`config.mk`:
```
export PLATFORM = sky130hd
export DESIGN_NAME = frame_capture
export DESIGN_NICKNAME = d
export VERILOG_FILES = /design/src/rtl/frame_capture.sv
export SDC_FILE = /design/constraint.sdc
export NUM_CORES = 1
export LEC_CHECK = 0
export CORE_MARGIN = 3
export CORE_UTILIZATION = 60
export CTS_BUF_LIST = sky130_fd_sc_hd__clkbuf_8 sky130_fd_sc_hd__clkbuf_16
export DETAILED_ROUTE_END_ITERATION = 7
export PLACE_DENSITY = 0.82
export RECOVER_POWER = 50
export SYNTH_ARGS = -nofsm -noshare
export SYNTH_HDL_FRONTEND = slang
export SYNTH_SLANG_ARGS = --single-unit
```
`constraint.sdc`:
```
create_clock -name clk -period 9.6 [get_ports clk]
set_clock_uncertainty 0.15 [all_clocks]
set_input_delay 1.92 -clock clk [delete_from_list [all_inputs] [get_ports clk]]
set_output_delay 1.92 -clock clk [all_outputs]
set_load 0.01 [all_outputs]
```
`src/rtl/frame_capture.sv`:
```
// Frame capture controller: arms on request, counts one frame of upstream words into a
// first-word-fall-through FIFO and streams them out. Define FRAME_CAPTURE_HDR_EN to add a header word.
module frame_capture #(
  parameter int unsigned FIFO_AW = 4
) (
  input  logic        clk,
  input  logic        rst,
  input  logic        i_arm,
  input  logic        i_abort,
  input  logic [15:0] i_frame_len,
  input  logic [31:0] i_in_data,
  input  logic        i_in_vld,
  output logic        o_sync,
  output logic        o_complite,
  output logic [31:0] o_rd_data,
  output logic        o_rd_vld,
  input  logic        i_rd_rdy,
  output logic        o_busy,
  output logic        o_overflow,
  output logic [15:0] o_word_cnt
);

  localparam int unsigned Depth = 2 ** FIFO_AW;

  typedef enum logic [1:0] {StIdle, StSync, StCapture, StFlush} state_e;

  state_e             state_q, state_d;
  logic [FIFO_AW:0]   wr_ptr_q, wr_ptr_d, rd_ptr_q, rd_ptr_d;
  logic [31:0]        mem_q [Depth];
  logic [15:0]        len_q, len_d, cnt_q, cnt_d;
  logic               ovf_q, ovf_d;
  logic               empty, full, push_req, push, pop, flush;
  logic [31:0]        push_data;

  assign empty = (wr_ptr_q == rd_ptr_q);
  assign full  = (wr_ptr_q[FIFO_AW] != rd_ptr_q[FIFO_AW]) &&
                 (wr_ptr_q[FIFO_AW-1:0] == rd_ptr_q[FIFO_AW-1:0]);

  always_comb begin
    state_d    = state_q;
    len_d      = len_q;
    cnt_d      = cnt_q;
    push_req   = 1'b0;
    push_data  = i_in_data;
    flush      = 1'b0;
    o_sync     = 1'b0;
    o_complite = 1'b0;
    if (i_abort) begin
      // Abort in SYNC reports only the stop pulse so sync/complite never overlap.
      state_d    = StIdle;
      flush      = 1'b1;
      o_complite = (state_q == StSync) || (state_q == StCapture);
    end else begin
      unique case (state_q)
        StIdle: begin
          if (i_arm) begin
            state_d = StSync;
            len_d   = (i_frame_len == 16'd0) ? 16'd1 : i_frame_len;
            cnt_d   = 16'd0;
          end
        end
        StSync: begin
          o_sync  = 1'b1;
          state_d = StCapture;
`ifdef FRAME_CAPTURE_HDR_EN
          push_req  = 1'b1;
          push_data = {16'hA55A, len_q};
`endif
        end
        StCapture: begin
          if (i_in_vld) begin
            push_req = 1'b1;
            cnt_d    = cnt_q + 16'd1;
            if (cnt_d == len_q) begin
              o_complite = 1'b1;
              state_d    = StFlush;
            end
          end
        end
        StFlush: begin
          if (empty) state_d = StIdle;
        end
        default: state_d = StIdle;
      endcase
    end
  end

  // Full is judged before any same-cycle pop, so a write into a full FIFO drops.
  assign push = push_req && !full;
  assign pop  = !empty && i_rd_rdy;

  always_comb begin
    ovf_d = ovf_q;
    if (!i_abort && state_q == StIdle && i_arm) ovf_d = 1'b0;
    if (push_req && full) ovf_d = 1'b1;
  end

  always_comb begin
    wr_ptr_d = wr_ptr_q + {{FIFO_AW{1'b0}}, push};
    rd_ptr_d = rd_ptr_q + {{FIFO_AW{1'b0}}, pop};
    if (flush) rd_ptr_d = wr_ptr_q;
  end

  always_ff @(posedge clk or posedge rst) begin
    if (rst) begin
      state_q  <= StIdle;
      wr_ptr_q <= '0;
      rd_ptr_q <= '0;
      len_q    <= 16'd1;
      cnt_q    <= 16'd0;
      ovf_q    <= 1'b0;
    end else begin
      state_q  <= state_d;
      wr_ptr_q <= wr_ptr_d;
      rd_ptr_q <= rd_ptr_d;
      len_q    <= len_d;
      cnt_q    <= cnt_d;
      ovf_q    <= ovf_d;
    end
  end

  always_ff @(posedge clk) begin
    if (push) mem_q[wr_ptr_q[FIFO_AW-1:0]] <= push_data;
  end

  assign o_rd_vld   = !empty;
  assign o_rd_data  = empty ? 32'd0 : mem_q[rd_ptr_q[FIFO_AW-1:0]];
  assign o_busy     = (state_q != StIdle);
  assign o_overflow = ovf_q;
  assign o_word_cnt = cnt_q;

endmodule

```
# Word-level counts from Yosys, hierarchy flattened
# Memories as Yosys holds them, arrays and structs flattened.
# Index checks and enable logic that the tools add are counted.
[word_totals]
input_bits = 54
mem_bits_ro = 0
latchBits = 0
n_memories = 1
out_inout_bits = 53
wordCells = 68
register_bits = 45
ram_bits = 512
[classes]
addsub = 3
n_bitwise = 1
n_div = 0
reduce_logical = 18
n_shift = 0
magnitude_cmp = 0
mul = 0
n_mux = 26
n_eq_ne = 13
[memory_table]
columns = ["name", "words", "word_bits", "read_ports", "rd_clocked_by_memory_dff", "write_ports", "line_no", "rtl"]
rows = [
  ["mem_q", 16, 32, 1, 0, 1, "29", "logic [31:0] mem_q [Depth];"],
]
[ops]
columns = ["operator", "count"]
rows = [
  ["$mux W16", 3],
  ["$mux W32", 1],
  ["$pmux W16 S2", 1],
  ["$add A16 B1 Y16 const B", 1],
  ["$eq A16 B16 Y1", 1],
  ["$logic_not A16 Y1", 1],
  ["$mux W1", 14],
  ["$add A5 B1 Y5", 2],
  ["$mux W2", 5],
  ["$ne A3 B3 Y1 const B", 3],
  ["$pmux W2 S4", 1],
  ["$reduce_and A4 Y1", 2],
  ["$logic_and A1 B1 Y1", 6],
  ["$reduce_bool A2 Y1", 3],
  ["$eq A5 B5 Y1", 1],
  ["$mux W5", 1],
  ["$eq A2 B2 Y1 const B", 2],
  ["$eq A4 B4 Y1", 1],
  ["$ne A2 B2 Y1 const B", 2],
  ["$logic_not A1 Y1", 3],
  ["$ne A3 B2 Y1 const B", 1],
  ["$reduce_and A3 Y1", 1],
  ["$eq A2 B1 Y1 const B", 1],
  ["$logic_not A2 Y1", 1],
  ["other kinds (3)", 3],
]

# Logic depth before layout (Yosys ltp)
[depth]
word_depth = 6
ltp_mapped = 10
mapped_depth_nobuf = 9

# Worst setup path after synthesis
# No wires, ideal clock.
[synth_timing]
path_type = "input to register"
startpoint = "input i_abort"
endpoint = "memory mem_q[0][0], enable pin"
t_arrival_ps = 5257
stages = 5
path_slack_ps = 3732
t_required_ps = 8989
path_cell_list = "clkbuf_1 -> nand3b_1 -> a21oi_1 -> or3b_2 -> nor3_1"
[synth_between]
elab_chain_cells = 4
[synth_lines]
columns = ["element", "line_no", "rtl"]
rows = [
  ["from (decl)", "9", "input logic i_abort,"],
  ["$mux W1", "48", "if (i_abort) begin"],
  ["$logic_and A1 B1 Y1", "89", "assign push = push_req && !full;"],
  ["$mux W1", "123", "if (push) mem_q[wr_ptr_q[FIFO_AW-1:0]] <= push_data;"],
  ["$mux W1 (implied by the code)", "123", ""],
  ["to (decl)", "29", ""],
]
# No other way between the ends.

# Worst setup path in the final report
[layout_timing]
startpoint = "register rd_ptr_q[1]"
endpoint = "output o_rd_data[17]"
[layout_between]
elab_chain_cells = 2
elab_cells_between_ends = 3
classes_between = "eq/ne: 1; mux: 1; memory: 1"
[layout_lines]
columns = ["element", "line_no", "rtl"]
rows = [
  ["from (decl)", "28", "logic [FIFO_AW:0] wr_ptr_q, wr_ptr_d, rd_ptr_q, rd_ptr_d;"],
  ["from (signal assigned)", "115", "rd_ptr_q <= rd_ptr_d;"],
  ["$mem_v2 Z16 W32 or $eq A5 B5 Y1 (tied branches)", "n/a", ""],
  ["$mux W32 *", "127", "assign o_rd_data = empty ? 32'd0 : mem_q[rd_ptr_q[FIFO_AW-1:0]];"],
  ["to (decl)", "15", "output logic [31:0] o_rd_data,"],
]
# Mark *: on every way between the ends. The rest lies on a longest branch, timed or not.

==> results.toml <==
[clock_tree]
clk-insertion-delay-late_ns = 0.57
cts_resized = 0
numCtsBuffers = 53
ctsHoldBuffers = 0
cts.sinks = 557
cts_tree = "built"
path_clk_slew_ns = 0.06
clockBufferDepth = 3
h-tree-depth = 2
cts_setup_buffers = 0
root_buffer = "clkbuf_16"

[route]
totalWireLength_um = 48930
drc_errors = 0
dr.pass1.iters = 5
drt_iter0_drc = 1133
wire_per_inst_um = 28.96
drtAntennaViolNets = 0
vias_per_cell = 6.556
vias = 11080

[cells_and_area]
nets = 1251
drive_above_1_share = 0.2492
final_cell_mix = "edfxtp_1, mux4_2, clkdlybuf4s50_1"
area_growth_pct = 15.14
final_cells = 1690
final_common_cell = "edfxtp_1"

[timing]
slew_headroom = -0.8000
post-route-min-period_ns = 7.565
hold_slack_ns = 0.3508
fin_crit_sh = 0.7880
setup_tns_ns = 0
tightest_slew_ns = 2.700
setup_viol = 0
rsz0062_at_grt = "no"
finalMaxSlewViolations = 105
max_freq_mhz = 132.2
hold_violations = 0

[synthesis]
synth_edf_count = 512
synth_seq_cells = 557
synthXorXnorAreaFrac = 0.01221
synth_ff_type = "edfxtp_1"
synth_area_mm2 = 0.02224
async_flop_share = 0.08079
synth_cells = 1056
synth-simple-area-share = 0.04034
synth_nets = 1120
syn_area_per_cell_um2 = 21.06
synthDistinctLibCells = 56
synth.mux.area_fraction = 0.1739
yosysSeqAreaShare = 0.7421
synthAdderAreaFrac = 0.005627
synth_compound_area_frac = 0.01469
synth_top_family_by_area = "multiplexers"
synth-warning-count = 0

[setup_path]
ff2ff_setup_slack_ns = 4.20
crit_path_end_kind = "output port"
regToRegEndpoint = "mem_q[2][22]"
cp_max_fo = 74
arrival_ns = 5.49
crit_required_ns = 7.53
ff2ff_path_depth = 6
cp-start-kind = "flop"
rr_startpoint = "rd_ptr_q[1]"
critPathKind = "flop to output port"

[placed_design]
port_buffers = 106
gp_congestion = 0.7962
dp_cells = 1593
dp_hpwl_um = 25560

[worst_hold_path]
hold_class = "flop to flop"
hold_start = "o_overflow"
min_path_cells = 2
hold_end = "o_overflow"

[outcome]
status = "complete, but fails checks"
violations = "max-capacitance violations, max-slew violations"

[die]
die_area_mm2 = 0.03941
io-pin-count = 107
die_y_um = 198.5
rows = 69
initial_core_util = 0.6162
core_area_mm2 = 0.03609
dieWidth_um = 198.5

[grt]
grt_pass1_vias = 11531
grt-ovfl-total = 0
grt_max_degree = 75
grt_pass1_wl_um = 74010
gr-usage-all-layers = 0.2570
antenna_found_initial = 3

[flow_run]
max-cap-violations = 2

[power]
power_leakage_uw = 0.008227
vdd_drop_max_uv = 170.3
power_per_cell_area_mw_per_mm2 = 264.2
cells in the mapped netlist, drive strengths merged, types with 4 or more instances:
master / count / area (µm²)
nand2b: 5 / 31.28
nand3b: 6 / 45.04
nor4: 6 / 37.54
and2: 34 / 212.7
xnor2: 16 / 140.1
edfxtp: 512 / 15370
nor2b: 5 / 31.28
nand3: 14 / 70.07
mux2i: 5 / 50.05
nand4: 5 / 37.53
nor2: 18 / 67.56
mux4: 160 / 3603
inv: 7 / 26.28
or3: 4 / 26.28
ha: 10 / 125.1
nand2: 41 / 153.9
nor3b: 4 / 30.03
o31ai: 7 / 52.55
xor2: 15 / 131.4
or4: 5 / 47.55
a21oi: 7 / 35.03
nor3: 7 / 35.03
clkbuf: 31 / 117.6
mux2: 19 / 214.0
buf: 24 / 100.1
o21ai: 17 / 85.08
dfrtp: 44 / 1101
final cells by class:
class	count	area (µm²)
fillers	2091	10480
flip-flops and latches	557	16510
diodes	1	2.502
multi-input cells	436	5598
inverters	8	30.03
well taps	461	576.8
clock inverters	42	289.0
clock buffers	54	1351
repair buffers	131	1249
power by group:
group          switching (µW)  internal, µW  leakage (µW)
Sequential                155          2720       0.00518
Combinational             821          1090       0.00221
Clock                     878          1100      0.000840
worst max-delay path by stage:
stage                          to  slack, ns        start
CTS                 o_rd_data[17]       3.18  rd_ptr_q[0]
finish              o_rd_data[17]       2.04  rd_ptr_q[1]
global route        o_rd_data[29]       1.76  rd_ptr_q[1]
detailed placement   mem_q[2][23]       3.80      i_abort
global placement    o_rd_data[29]       3.83  rd_ptr_q[0]
floorplan             mem_q[0][0]       3.73      i_abort
per-layer routing:
metal / vias up / wire [µm] / GRT usage
met1: 5745 / 18640 / 0.3582
li1: 4660 / - / -
met3: 118 / 3441 / 0.04031
met2: 553 / 25290 / 0.4249
met5: - / 22 / 0
met4: 4 / 1536 / 0.09162
through the flow:
step,util,instance area (µm²),power (µW),worst slack [ns]
final,0.7095,25600,6764,2.035
after detailed placement,0.6641,23970,4834,3.799
after global routing,0.7095,25600,7058,1.760
after global placement,0.6641,23970,4800,3.834
after CTS,0.7096,25610,6816,3.179
after floorplan,-,22240,4124,3.732
logic make-up (layout without fill, tap and decap cells):
group	after synthesis	in the layout
muxes	184	184
other	0	1
xor gates and xnor gates	31	31
AOI/OAI and AO/OA	49	49
buffers and inverters	63	235
adders and majority gates	10	10
and+or+nand+nor	162	162
DFF	557	557
state kept, by name, indices dropped and copies added (netlist names):
name	cells
len_q	16
o_overflow	1
state_q	2
rd_ptr_q	5
wr_ptr_q	5
o_word_cnt	16
mem_q	512
critical path: stages, from the launching register on:
cell             delay, ns
dfrtp_1               2.16
buf_4                 1.07
mux4_2                0.45
mux4_2                0.51
and2_1                0.19
clkdlybuf4s50_1       0.48
No activity file was read; power rests on OpenSTA's default activity.
